[config.mk]
export PLATFORM = sky130hd
export DESIGN_NAME = mem_access_unit_flat
export DESIGN_NICKNAME = d
export VERILOG_FILES = /design/src/rtl/mem_access_unit_if.sv /design/src/rtl/mem_access_unit.sv /design/src/flat_wrapper.sv
export SDC_FILE = /design/constraint.sdc
export NUM_CORES = 1
export LEC_CHECK = 0
export CORE_MARGIN = 4
export CORE_UTILIZATION = 40
export CTS_CLUSTER_DIAMETER = 150
export DETAILED_ROUTE_END_ITERATION = 16
export HOLD_SLACK_MARGIN = 0.06
export PLACE_DENSITY = 0.71
export SLEW_MARGIN = 0
export SYNTH_ARGS = -nofsm -noshare
export SYNTH_HDL_FRONTEND = slang
export SYNTH_SLANG_ARGS = --single-unit
[constraint.sdc]
create_clock -name clk -period 4.66 [get_ports clk]
set_clock_uncertainty 0.2 [all_clocks]
set_input_delay 0.932 -clock clk [delete_from_list [all_inputs] [get_ports clk]]
set_output_delay 0.932 -clock clk [all_outputs]
set_load 0.03 [all_outputs]
[src/rtl/mem_access_unit_if.sv]
// Request/response and data_mem bus for mem_access_unit.
//  slave  : the load/store unit (mem_access_unit) side
//  master : the MEM-stage requester plus data_mem side
// Signals:
//  req_valid/req_ready/req_write/req_size/req_unsigned/req_addr/req_wdata
//                      request handshake and fields
//  resp_valid/resp_rdata/resp_err
//                      one-cycle completion report
//  mem_addr/mem_wdata/mem_we/mem_re/mem_rdata
//                      word-indexed data_mem port
interface mem_access_unit_if;
  logic        req_valid;
  logic        req_ready;
  logic        req_write;
  logic [1:0]  req_size;
  logic        req_unsigned;
  logic [31:0] req_addr;
  logic [31:0] req_wdata;
  logic        resp_valid;
  logic [31:0] resp_rdata;
  logic        resp_err;
  logic [31:0] mem_addr;
  logic [31:0] mem_wdata;
  logic        mem_we;
  logic        mem_re;
  logic [31:0] mem_rdata;

  modport slave (
    input  req_valid, req_write, req_size, req_unsigned, req_addr, req_wdata, mem_rdata,
    output req_ready, resp_valid, resp_rdata, resp_err, mem_addr, mem_wdata, mem_we, mem_re
  );

  modport master (
    output req_valid, req_write, req_size, req_unsigned, req_addr, req_wdata, mem_rdata,
    input  req_ready, resp_valid, resp_rdata, resp_err, mem_addr, mem_wdata, mem_we, mem_re
  );
endinterface

[src/rtl/mem_access_unit.sv]
// Load/store controller between the MEM pipeline stage and data_mem.
// Takes one byte/half/word request at a time, converts the byte address to a
// word index and issues single-cycle, separated mem_re/mem_we pulses (data_mem
// acts on enable rising edges). Sub-word stores are read-modify-write; loads
// are sign- or zero-extended. Misaligned, illegal-size and out-of-range
// requests complete one cycle after acceptance with resp_err and no memory
// access.
// Ports:
//  clk    rising-edge clock
//  rst_n  asynchronous active-low reset
//  bus    mem_access_unit_if.slave: request handshake, response, data_mem port
module mem_access_unit #(
  parameter int unsigned MEM_WORDS = 32
) (
  input logic             clk,
  input logic             rst_n,
  mem_access_unit_if.slave bus
);

  localparam logic [31:0] MEM_WORDS_L = 32'(MEM_WORDS);

  typedef enum logic [2:0] {
    IDLE,
    READ,
    CAPTURE,
    WRITE,
    RESP
  } state_t;

  state_t      state, state_nxt;

  logic        write_q;
  logic [1:0]  size_q;
  logic        uns_q;
  logic [31:0] addr_q;
  logic [15:0] wdata_q;
  logic        err_q;
  // Holds the SW store word from acceptance, then the merged word (sub-word
  // store) or the extended load result after CAPTURE.
  logic [31:0] data_q;

  logic        accept;
  logic        fault;
  logic [31:0] merged;
  logic [31:0] extended;
  logic [31:0] byte_sh;
  logic [31:0] half_sh;

  assign accept = bus.req_valid && (state == IDLE);

  always_comb begin
    fault = 1'b0;
    if (bus.req_size == 2'b11)                               fault = 1'b1;
    if (bus.req_size == 2'b01 && bus.req_addr[0])            fault = 1'b1;
    if (bus.req_size == 2'b10 && bus.req_addr[1:0] != 2'b00) fault = 1'b1;
    if ({2'b00, bus.req_addr[31:2]} >= MEM_WORDS_L)          fault = 1'b1;
  end

  // State register
  always_ff @(posedge clk or negedge rst_n) begin
    if (!rst_n) state <= IDLE;
    else        state <= state_nxt;
  end

  // Next-state logic
  always_comb begin
    state_nxt = state;
    unique case (state)
      IDLE: begin
        if (accept) begin
          if (fault)                      state_nxt = RESP;
          else if (!bus.req_write)        state_nxt = READ;
          else if (bus.req_size == 2'b10) state_nxt = WRITE;
          else                            state_nxt = READ;
        end
      end
      READ:    state_nxt = CAPTURE;
      CAPTURE: state_nxt = write_q ? WRITE : RESP;
      WRITE:   state_nxt = RESP;
      RESP:    state_nxt = IDLE;
      default: state_nxt = IDLE;
    endcase
  end

  // Outputs are decoded from state so enables fall immediately on reset.
  always_comb begin
    bus.req_ready  = (state == IDLE);
    bus.mem_re     = (state == READ);
    bus.mem_we     = (state == WRITE);
    bus.resp_valid = (state == RESP);
    bus.resp_err   = (state == RESP) && err_q;
    bus.resp_rdata = ((state == RESP) && !write_q && !err_q) ? data_q : '0;
    bus.mem_wdata  = (state == WRITE) ? data_q : '0;
    bus.mem_addr   = {2'b00, addr_q[31:2]};
  end

  // Sub-word store merge: replace only the addressed lanes of the read word.
  always_comb begin
    merged = bus.mem_rdata;
    for (int unsigned i = 0; i < 4; i++) begin
      if (size_q == 2'b00 && 2'(i) == addr_q[1:0])
        merged[8*i +: 8] = wdata_q[7:0];
      if (size_q == 2'b01 && 1'(i >> 1) == addr_q[1])
        merged[8*i +: 8] = wdata_q[8*(i % 2) +: 8];
    end
  end

  // Load extraction and extension (little-endian lanes).
  always_comb begin
    byte_sh  = bus.mem_rdata >> {addr_q[1:0], 3'b000};
    half_sh  = bus.mem_rdata >> {addr_q[1], 4'b0000};
    extended = bus.mem_rdata;
    case (size_q)
      2'b00:   extended = uns_q ? {24'h0, byte_sh[7:0]}
                                : {{24{byte_sh[7]}}, byte_sh[7:0]};
      2'b01:   extended = uns_q ? {16'h0, half_sh[15:0]}
                                : {{16{half_sh[15]}}, half_sh[15:0]};
      default: extended = bus.mem_rdata;
    endcase
  end

  // Request latch and data buffer
  always_ff @(posedge clk or negedge rst_n) begin
    if (!rst_n) begin
      write_q <= 1'b0;
      size_q  <= '0;
      uns_q   <= 1'b0;
      addr_q  <= '0;
      wdata_q <= '0;
      err_q   <= 1'b0;
      data_q  <= '0;
    end else if (accept) begin
      write_q <= bus.req_write;
      size_q  <= bus.req_size;
      uns_q   <= bus.req_unsigned;
      addr_q  <= bus.req_addr;
      wdata_q <= bus.req_wdata[15:0];
      err_q   <= fault;
      data_q  <= bus.req_write ? bus.req_wdata : '0;
    end else if (state == CAPTURE) begin
      data_q  <= write_q ? merged : extended;
    end
  end

endmodule

[src/flat_wrapper.sv]
// flat-port wrapper written by rule: the top's interface ports become plain ports
module mem_access_unit_flat 
#(
  parameter int unsigned MEM_WORDS = 32
)
  (clk, rst_n, bus_req_valid, bus_req_write, bus_req_size, bus_req_unsigned, bus_req_addr, bus_req_wdata, bus_mem_rdata, bus_req_ready, bus_resp_valid, bus_resp_rdata, bus_resp_err, bus_mem_addr, bus_mem_wdata, bus_mem_we, bus_mem_re);
  mem_access_unit_if bus_i ();
  input logic clk;
  input logic rst_n;
  input wire logic [$bits(bus_i.req_valid)-1:0] bus_req_valid;
  input wire logic [$bits(bus_i.req_write)-1:0] bus_req_write;
  input wire logic [$bits(bus_i.req_size)-1:0] bus_req_size;
  input wire logic [$bits(bus_i.req_unsigned)-1:0] bus_req_unsigned;
  input wire logic [$bits(bus_i.req_addr)-1:0] bus_req_addr;
  input wire logic [$bits(bus_i.req_wdata)-1:0] bus_req_wdata;
  input wire logic [$bits(bus_i.mem_rdata)-1:0] bus_mem_rdata;
  output wire logic [$bits(bus_i.req_ready)-1:0] bus_req_ready;
  output wire logic [$bits(bus_i.resp_valid)-1:0] bus_resp_valid;
  output wire logic [$bits(bus_i.resp_rdata)-1:0] bus_resp_rdata;
  output wire logic [$bits(bus_i.resp_err)-1:0] bus_resp_err;
  output wire logic [$bits(bus_i.mem_addr)-1:0] bus_mem_addr;
  output wire logic [$bits(bus_i.mem_wdata)-1:0] bus_mem_wdata;
  output wire logic [$bits(bus_i.mem_we)-1:0] bus_mem_we;
  output wire logic [$bits(bus_i.mem_re)-1:0] bus_mem_re;
  assign bus_i.req_valid = bus_req_valid;
  assign bus_i.req_write = bus_req_write;
  assign bus_i.req_size = bus_req_size;
  assign bus_i.req_unsigned = bus_req_unsigned;
  assign bus_i.req_addr = bus_req_addr;
  assign bus_i.req_wdata = bus_req_wdata;
  assign bus_i.mem_rdata = bus_mem_rdata;
  assign bus_req_ready = bus_i.req_ready;
  assign bus_resp_valid = bus_i.resp_valid;
  assign bus_resp_rdata = bus_i.resp_rdata;
  assign bus_resp_err = bus_i.resp_err;
  assign bus_mem_addr = bus_i.mem_addr;
  assign bus_mem_wdata = bus_i.mem_wdata;
  assign bus_mem_we = bus_i.mem_we;
  assign bus_mem_re = bus_i.mem_re;
  mem_access_unit #(.MEM_WORDS(MEM_WORDS)) u_core (.clk(clk), .rst_n(rst_n), .bus(bus_i));
endmodule
Word-level counts from Yosys, hierarchy flattened
Index checks and enable logic that the tools add are counted.
- $lt $le $gt $ge: 1
- equality and inequality tests: 12
- shift-type cells: 2
- muxes and demuxes: 27
- bitwise operators: 1
- reductions and logical operators: 19
- operator list (operator ; number):
    32-bit 2-to-1 mux ; 8
    8-bit 2-to-1 mux ; 8
    32-bit case mux with 2 select lines ; 1
    32-bit by 5-bit >> shifter with 16-bit output ; 1
    32-bit by 5-bit >> shifter with 8-bit output ; 1
    30-bit by 6-bit greater-or-equal comparator with 1-bit output, second input constant ; 1
    1-bit logical AND ; 12
    3-bit 2-to-1 mux ; 4
    3-bit case mux with 4 select lines ; 1
    3-bit by 2-bit == test with 1-bit output, second input constant ; 2
    2-bit by 1-bit == test with 1-bit output, second input constant ; 2
    2-bit == test, first input constant ; 2
    2-bit == test, second input constant ; 2
    2-bit zero test ; 2
    1-bit 2-to-1 mux ; 4
    2-bit nonzero test ; 2
    3-bit by 1-bit == test with 1-bit output, second input constant ; 1
    3-bit == test, second input constant ; 1
    3-bit zero test ; 1
    1-bit by 2-bit == test with 1-bit output, first input constant ; 1
    1-bit zero test ; 2
    2-bit 2-to-1 mux ; 1
    2-bit by 1-bit inequality test with 1-bit output, second input constant ; 1
    1-bit inverter ; 1
- register bits: 88
- bits of input ports: 103
- output and inout port bits: 101

Longest topological paths before layout
Gate-level depths: netlist of the first run.
- depth in word-level cells: 8
- depth in mapped cells: 7
- mapped depth without buffers: 4

Least setup slack after synthesis of the first run
No wires, ideal clock.
- kind: register to output
- start: register u_core.state[0]
- end: output port bus_resp_rdata[10]
- arrival: 2.291 ns
- data required time: 3.528 ns
- setup slack: 1.237 ns
- stages on the path, launching flop included: 6
- path buffers: 2
- cell sequence: dfrtp_1 > clkbuf_1 > nor3b_1 > nor3b_2 > clkbuf_1 > and2_1
- longest elaborated chain between the ends: 4
- ends and longest elaborated chain (element ; line ; source):
    start: declaration ; mem_access_unit.sv:30 ; state_t state, state_nxt;
    start signal: assignment ; mem_access_unit.sv:62 ; else state <= state_nxt;
    3-bit == test ; - ;
    named net bus_resp_valid ; flat_wrapper.sv:18 ; output wire logic [$bits(bus_i.resp_valid)-1:0] bus_resp_valid;
    1-bit logical AND (2 in a row) ; mem_access_unit.sv:92 ; bus.resp_rdata = ((state == RESP) && !write_q && !err_q) ? data_q : '0;
    32-bit 2-to-1 mux ; mem_access_unit.sv:92 ;
    end: declaration ; flat_wrapper.sv:19 ; output wire logic [$bits(bus_i.resp_rdata)-1:0] bus_resp_rdata;
The timed path passes the listed nets, and every way through them passes these cells.

Worst setup path after layout of the first run
- start: register u_core.state[2]
- end: output port bus_resp_rdata[8]
- longest elaborated chain between the ends: 4
- ends and longest elaborated chain (element ; line):
    3-bit == test ; mem_access_unit.sv:92
    1-bit logical AND (2 in a row) ; mem_access_unit.sv:92
    32-bit 2-to-1 mux ; mem_access_unit.sv:92
Every way passes these cells.

==> flow_metrics.py, run 1 <==
metrics = {
    "floorplan": {
        "design.core.area_sq_um": 15260,
        "die-area_sq_um": 17710,
        "rows": 45,
        "start_util_pct": 41.00,
        "ios": 204,
        "die_x_microns": 133.1,
        "die_h_microns": 133.1,
    },
    "pwr": {
        "vdd_drop_max_v": 0.0002089,
        "p_leak_nw": 3.444,
        "powerDensity_nw_per_um2": 299.6,
    },
    "worst_hold_path": {
        "hold_start": "u_core.addr_q[25]$_DFFE_PN0P_",
        "hold_path_end": "u_core.addr_q[25]$_DFFE_PN0P_",
        "hp-class": "register to register",
        "whs_path_depth": 1,
    },
    "final_layout": {
        "post-route-util_pct": 55.23,
        "drive_gt1_share_pct": 14.89,
        "design_area_sq_um": 8427,
        "area_delta_synth_final_pct": 34.70,
        "nets": 904,
        "n_antenna_cell": 0,
    },
    "placed_design": {
        "dpl_cell_area_sq_um": 8139,
        "portBuffers": 201,
        "gp_congestion": 0.8920,
        "dp_hpwl_mm": 14.78,
    },
    "logic_synthesis": {
        "yosys_most_used_dff": "dfrtp_1",
        "syn_area_sq_um": 6256,
        "async_flop_share_pct": 100.0,
        "synth_edf_count": 0,
        "ys_seq_area_share_pct": 35.20,
        "syn_avg_cell_area_sq_um": 9.351,
        "yosys_warnings": 0,
        "ys_ff_latch": 88,
        "synth_cells": 669,
        "yosysUniqueCellTypes": 58,
    },
    "sta": {
        "tightest_slew_ps": 1056,
        "maxSlewViolCount": 0,
        "finalHoldViolCount": 0,
        "setup_violations": 0,
        "layout_min_cycle_time_ps": 4042,
        "fin_setup_tns_ps": 0,
        "slew_headroom_pct": 29.52,
        "fin_hold_ws_ps": 304.9,
        "max_freq_mhz": 247.4,
        "fin_crit_sh_pct": 86.74,
        "rsz0062_at_grt": "false",
    },
    "routing": {
        "first_iter_violations": 583,
        "firstDrtPassIters": 5,
        "drcViolationCount": 0,
        "via_per_inst": 5.951,
        "highest_layer": "met4",
        "routed_wl_mm": 21.54,
        "wl_met1_mm": 8.802,
        "ant_nets": 0,
        "vias": 6052,
        "wl_per_cell_microns": 21.18,
        "wl_met2_mm": 10.14,
        "wl_met3_mm": 1.915,
    },
    "run_status": {
        "run_status": "completed",
    },
    "cts": {
        "numCtsBuffers": 9,
        "cts_tree": "built",
        "clockBufferDepth": 2,
        "clkSinkCount": 88,
        "clock-root-buffer": "clkbuf_16",
        "cts_setup_buffers": 0,
        "insertion_delay_ps": 350,
        "cts.htree.levels": 3,
        "ctsHoldBuffers": 0,
        "cts_resized": 0,
        "path_clk_slew_ps": 60,
    },
    "worst_setup_path": {
        "start_kind": "register",
        "path_delay_family": "simple AND/OR/NAND/NOR gates",
        "regToRegStartpoint": "u_core.state[0]$_DFFE_PN0P_",
        "reg2reg_to": "u_core.addr_q[1]$_DFFE_PN0P_",
        "reg2reg_depth": 5,
        "worstSetupPathType": "register to output port",
        "critPathBufInv": 2,
        "cpMaxStageDelayCell": "clkdlybuf4s50_1",
        "cp_max_fo": 23,
        "max_stage_delay_ps": 670,
        "critPathCaptureType": "output port",
        "arrival_ps": 2910,
        "required_ps": 3530,
        "path_cells": "nor3b_1, nor3b_2, buf_4, and2_1, clkdlybuf4s50_1",
        "r2r_slack_ps": 1900,
    },
    "global_routing": {
        "grt_max_degree": 62,
        "grt-ovfl-total": 0,
        "grt_pass1_wl_mm": 34.04,
        "track_usage_pct": 24.05,
        "grt_antenna_before_repair": 0,
        "grt_pass1_vias": 6163,
    },
    "flow_run": {
        "cap_viol_max_count": 0,
    },
}
-- synthesized netlist by cell type, drive strengths merged, types with 7 or more instances --
| cell | instances | area share [%] |
|---|---|---|
| a211oi | 8 | 0.96 |
| a21o | 17 | 2.0 |
| a21oi | 27 | 2.2 |
| a221oi | 8 | 1.8 |
| a22o | 16 | 2.2 |
| a22oi | 22 | 2.6 |
| a311oi | 8 | 1.1 |
| a31o | 10 | 1.5 |
| a31oi | 31 | 3.1 |
| and2 | 34 | 3.4 |
| and3 | 32 | 3.2 |
| buf | 60 | 6.1 |
| clkbuf | 38 | 2.3 |
| dfrtp | 88 | 35 |
| mux2 | 57 | 10 |
| mux2i | 8 | 1.3 |
| nand2 | 20 | 1.2 |
| nand2b | 12 | 1.2 |
| nand3 | 17 | 1.4 |
| nor2 | 25 | 1.6 |
| nor2b | 12 | 1.2 |
| nor4bb | 9 | 1.4 |
| o211a | 7 | 1.1 |
| o21a | 8 | 0.96 |
| o21ai | 30 | 2.4 |
| o21bai | 9 | 1.1 |
| o221ai | 8 | 1.2 |
| o22ai | 8 | 0.80 |
| o31ai | 7 | 0.84 |
-- metrics by stage --
stage | power [mW] | worst slack (ps) | instances
global route | 2.654 | 366.1 | 1017
floorplan | 1.537 | 1237 | 670
CTS | 2.533 | 590.7 | 1017
finish | 2.525 | 618.0 | 1017
detailed placement | 1.820 | 968.3 | 1001
global placement | 1.797 | 1146 | 1001
-- worst register-to-register path, stage by stage, from the launching register on --
cell     delay [ps]
dfrtp_1         390
buf_4           260
or2_2           450
nor3b_4         910
buf_4           300
o21ai_0          90
-- cell usage in the layout (no fill, tap or decap), types with 9 or more instances in the layout --
master / netlist / layout
a21o_1: 17 / 17
a21oi_1: 27 / 27
a22o_1: 16 / 16
a22oi_1: 22 / 22
a31o_2: 9 / 9
a31oi_1: 31 / 31
and2_1: 34 / 34
and3_1: 32 / 32
buf_4: 34 / 18
clkbuf_16: 0 / 9
clkdlybuf4s50_1: 0 / 200
dfrtp_1: 88 / 86
mux2_2: 56 / 56
nand2_1: 20 / 20
nand2b_1: 12 / 12
nand3_1: 17 / 17
nor2_1: 23 / 23
nor2b_1: 12 / 10
nor4bb_1: 9 / 9
o21ai_0: 21 / 21
o21ai_1: 9 / 9
o21bai_1: 9 / 9
-- routing by layer --
metal	vias to the layer above	track usage (%)
li1	2756	-
met1	2913	30.64
met2	345	39.05
met3	38	6.008
met4	0	9.815
met5	-	0
-- report_power, final --
part	switching, mW	leakage [nW]	internal (mW)
combinational	0.478	2.24	0.388
sequential	0.0905	1.07	0.866
clock	0.312	0.135	0.391
total	0.880	3.44	1.64
-- cell families (layout without fill, tap and decap cells) --
logic type	count (synthesis)	count (layout)	synth area share (%)
DFF	88	88	35.20
and+or+nand+nor	181	181	17.00
AOI/OAI and AO/OA	230	230	27.12
other	1	2	0.05994
buffers and inverters	103	239	8.720
muxes	66	66	11.90
-- flip-flops by register name, indices dropped and copies added, names as in the netlist --
signal          flops
u_core.err_q        1
u_core.state        3
u_core.uns_q        1
u_core.data_q      32
u_core.write_q      1
u_core.addr_q      32
u_core.size_q       2
u_core.wdata_q     16
-- worst max path at each step --
stage,from,endpoint,depth (start not counted),slack (ps)
3_5_place_dp,u_core.state[2]$_DFFE_PN0P_,bus_resp_rdata[21],5,970
3_3_place_gp,u_core.state[2]$_DFFE_PN0P_,bus_resp_rdata[23],5,1150
2_1_floorplan,u_core.state[0]$_DFFE_PN0P_,bus_resp_rdata[10],5,1240
5_1_grt,u_core.state[2]$_DFFE_PN0P_,bus_resp_rdata[14],5,370
6_report,u_core.state[2]$_DFFE_PN0P_,bus_resp_rdata[8],5,620
4_1_cts,u_core.state[2]$_DFFE_PN0P_,bus_resp_rdata[21],5,590
-- final cells by class --
type / count / area (sq um)
inverters: 5 / 18.77
flip-flops and latches: 88 / 2205
well taps: 211 / 264.0
clock inverters: 4 / 28.78
fillers: 1371 / 6832
multi-input cells: 479 / 3517
repair buffers: 218 / 2137
clock buffers: 12 / 256.5
No activity file was read; power rests on OpenSTA's default activity.
==> inputs of run 2 (changes only) <==
--- a/config.mk
+++ b/config.mk
@@ -6,4 +6,5 @@
 export NUM_CORES = 1
 export LEC_CHECK = 0
+export ABC_AREA = 1
 export CORE_MARGIN = 4
 export CORE_UTILIZATION = 40
@@ -11,5 +12,5 @@
 export DETAILED_ROUTE_END_ITERATION = 16
 export HOLD_SLACK_MARGIN = 0.06
-export PLACE_DENSITY = 0.71
+export PLACE_DENSITY = 0.72
 export SLEW_MARGIN = 0
 export SYNTH_ARGS = -nofsm -noshare
==> constraint.sdc (replaced) <==
create_clock -name clk -period 4.75 [get_ports clk]
set_clock_uncertainty 0.2 [all_clocks]
set_input_delay 0.95 -clock clk [delete_from_list [all_inputs] [get_ports clk]]
set_output_delay 0.95 -clock clk [all_outputs]
set_load 0.005 [all_outputs]
==> flow_metrics.py, run 2 <==
metrics = {
    "pwr": {
        "total_power_mw": 4.585,
        "p_leak_nw": 3.829,
        "vdd_drop_max_v": 0.0003544,
        "powerDensity_nw_per_um2": 576.2,
    },
    "worst_setup_path": {
        "crit_top_cell": "nor2_1",
        "start_kind": "register",
        "critPathCaptureType": "output port",
        "arrival_ps": 2420,
        "worstSetupPathType": "register to output port",
        "path_cells": "nor2_1, inv_1, nor2_1, inv_1, nor2_1, clkdlybuf4s50_1",
        "startpoint": "u_core.state[2]$_DFFE_PN0P_",
        "critPathBufInv": 3,
        "path_delay_family": "buffers and inverters",
        "cp_num_cells": 6,
        "r2r_slack_ps": 1920,
        "required_ps": 3600,
        "max_stage_delay_ps": 560,
        "crit_end": "bus_mem_wdata[4]",
        "regToRegStartpoint": "u_core.state[0]$_DFFE_PN0P_",
        "cp_max_fo": 32,
        "cpMaxStageDelayCell": "clkdlybuf4s50_1",
        "reg2reg_to": "u_core.data_q[0]$_DFFE_PN0P_",
        "reg2reg_depth": 9,
    },
    "final_layout": {
        "drive_gt1_share_pct": 3.362,
        "nets": 1139,
        "post-route-util_pct": 56.44,
        "reg_top3": "u_core.addr_q (32), u_core.data_q (32), u_core.wdata_q (16)",
        "n_antenna_cell": 0,
        "layout_common_cells": "260 x nand2_1, 200 x clkdlybuf4s50_1, 112 x nor2_1, 94 x a21oi_1, 92 x inv_1",
        "ff_latch_area_sq_um": 2202,
        "n_fill_cell": 1403,
        "area_delta_synth_final_pct": 36.61,
        "final_common_cell": "nand2_1",
        "multi_input_area_sq_um": 2785,
    },
    "routing": {
        "firstDrtPassIters": 5,
        "drcViolationCount": 0,
        "via_per_inst": 5.029,
        "routed_wl_mm": 19.24,
        "vias": 6140,
        "wl_per_cell_microns": 15.75,
        "first_iter_violations": 407,
        "ant_nets": 0,
    },
    "worst_hold_path": {
        "hp-class": "register to register",
        "whs_path_depth": 2,
    },
    "floorplan": {
        "die_x_microns": 128.7,
        "ios": 204,
        "die_h_microns": 128.7,
        "die-area_sq_um": 16560,
        "design.core.area_sq_um": 14100,
        "start_util_pct": 41.32,
        "rows": 43,
    },
    "sta": {
        "maxSlewViolCount": 0,
        "max_freq_mhz": 279.9,
        "fin_setup_tns_ps": 0,
        "rsz0062_at_grt": "false",
        "layout_min_cycle_time_ps": 3572,
        "tightest_slew_ps": 995.1,
        "slew_headroom_pct": 33.59,
        "fin_hold_ws_ps": 277.8,
        "finalHoldViolCount": 0,
        "fin_crit_sh_pct": 75.20,
        "setup_violations": 0,
    },
    "logic_synthesis": {
        "yosys.area.top_type_share_pct": 37.81,
        "ys_ff_latch": 88,
        "post-synth-top-area-cell": "dfrtp_1",
        "yosysUniqueCellTypes": 24,
        "yosys_warnings": 0,
        "syn_avg_cell_area_sq_um": 6.471,
        "synth_cells": 900,
        "synth_edf_count": 0,
        "yosysMostFrequentCell": "nand2_1",
        "syn_area_sq_um": 5824,
        "yosys_most_used_dff": "dfrtp_1",
        "ys_seq_area_share_pct": 37.81,
        "async_flop_share_pct": 100.0,
        "synth.area.top_cells": "dfrtp_1 38%, nand2_1 17%, a21oi_1 8.1%",
        "yosys-top-cells-count": "261 x nand2_1, 112 x nor2_1, 94 x a21oi_1",
    },
    "placed_design": {
        "gp_congestion": 0.9217,
        "dp_hpwl_mm": 14.16,
        "portBuffers": 201,
    },
    "global_routing": {
        "grt_util_met3_pct": 8.468,
        "grt-ovfl-total": 0,
        "grt_use_met2_pct": 37.29,
        "track_usage_pct": 22.90,
        "busiest_layer": "met2",
        "grt_max_degree": 66,
        "grt_pass1_vias": 5762,
        "grt_antenna_before_repair": 0,
        "met1_usage_pct": 28.29,
        "grt_pass1_wl_mm": 30.17,
    },
    "run_status": {
        "run_status": "completed",
    },
    "cts": {
        "cts_resized": 0,
        "clock-root-buffer": "clkbuf_16",
        "clkSinkCount": 88,
        "cts.htree.levels": 3,
        "cts_tree": "built",
        "numCtsBuffers": 9,
        "cts_setup_buffers": 0,
        "path_clk_slew_ps": 60,
        "insertion_delay_ps": 350,
        "clockBufferDepth": 2,
        "ctsHoldBuffers": 0,
    },
    "flow_run": {
        "cap_viol_max_count": 0,
    },
}
## run 2: cell types whose count changed after synthesis, sizes merged, moves of 16 or more
cell	previous run	this run
a22oi	22	1
a31oi	31	0
clkbuf	38	20
nand2	20	263
a21o	17	0
a21oi	27	94
a22o	16	0
mux2	57	0
and2	34	0
nor2	25	117
nand3	17	66
inv	5	94
and3	32	0
o21ai	30	73
## run 2: cell families (layout without fill, tap and decap cells)
group | Yosys count | in the layout | share of synthesized area (%)
buffers and inverters | 179 | 319 | 14.48
AO/OA/AOI/OAI | 177 | 177 | 15.81
flip-flops | 88 | 88 | 37.81
AND/OR/NAND/NOR | 455 | 455 | 31.84
other | 1 | 2 | 0.06439
## run 2: worst min path at each step
stage | end | slack, ps | start
2_1_floorplan | u_core.data_q[10]$_DFFE_PN0P_ | 250 | u_core.data_q[10]$_DFFE_PN0P_
3_3_place_gp | u_core.addr_q[31]$_DFFE_PN0P_ | 260 | u_core.addr_q[31]$_DFFE_PN0P_
3_5_place_dp | u_core.addr_q[13]$_DFFE_PN0P_ | 260 | u_core.addr_q[13]$_DFFE_PN0P_
4_1_cts | u_core.addr_q[16]$_DFFE_PN0P_ | 280 | u_core.addr_q[16]$_DFFE_PN0P_
5_1_grt | u_core.addr_q[16]$_DFFE_PN0P_ | 300 | u_core.addr_q[16]$_DFFE_PN0P_
6_report | u_core.addr_q[16]$_DFFE_PN0P_ | 280 | u_core.addr_q[16]$_DFFE_PN0P_
## run 2: routing by layer
metal	wire, microns	up-vias
met1	7670	2746
met2	8884	276
met4	523	0
met5	0	-
met3	2158	31
li1	-	3087
## run 2: tightest hold or removal path: stages, from the launching register on
cell and delay [ps]:
dfrtp_1 340, nand2_1 50, nand2_1 50
## run 2: report_power, final
group	internal, mW	switching [mW]
Clock	0.477	0.310
Combinational	0.976	1.42
Sequential	1.12	0.285
## run 2: final cells by class
class | count | area share [%]
sequential | 88 | 27.68
tap | 180 | 2.831
timing repair buffer | 207 | 25.82
clock buffer | 10 | 3.004
inverter | 96 | 4.529
clock inverter | 6 | 1.132
multi-input combinational | 634 | 35.01
## run 2: stage by stage
stage,area [sq um],cells,worst slack (ps)
after floorplan,5828,901,2421
after global placement,7627,1205,1113
after detailed placement,7627,1205,1074
after CTS,7956,1221,1134
after global routing,7956,1221,986.0
final,7956,1221,1178
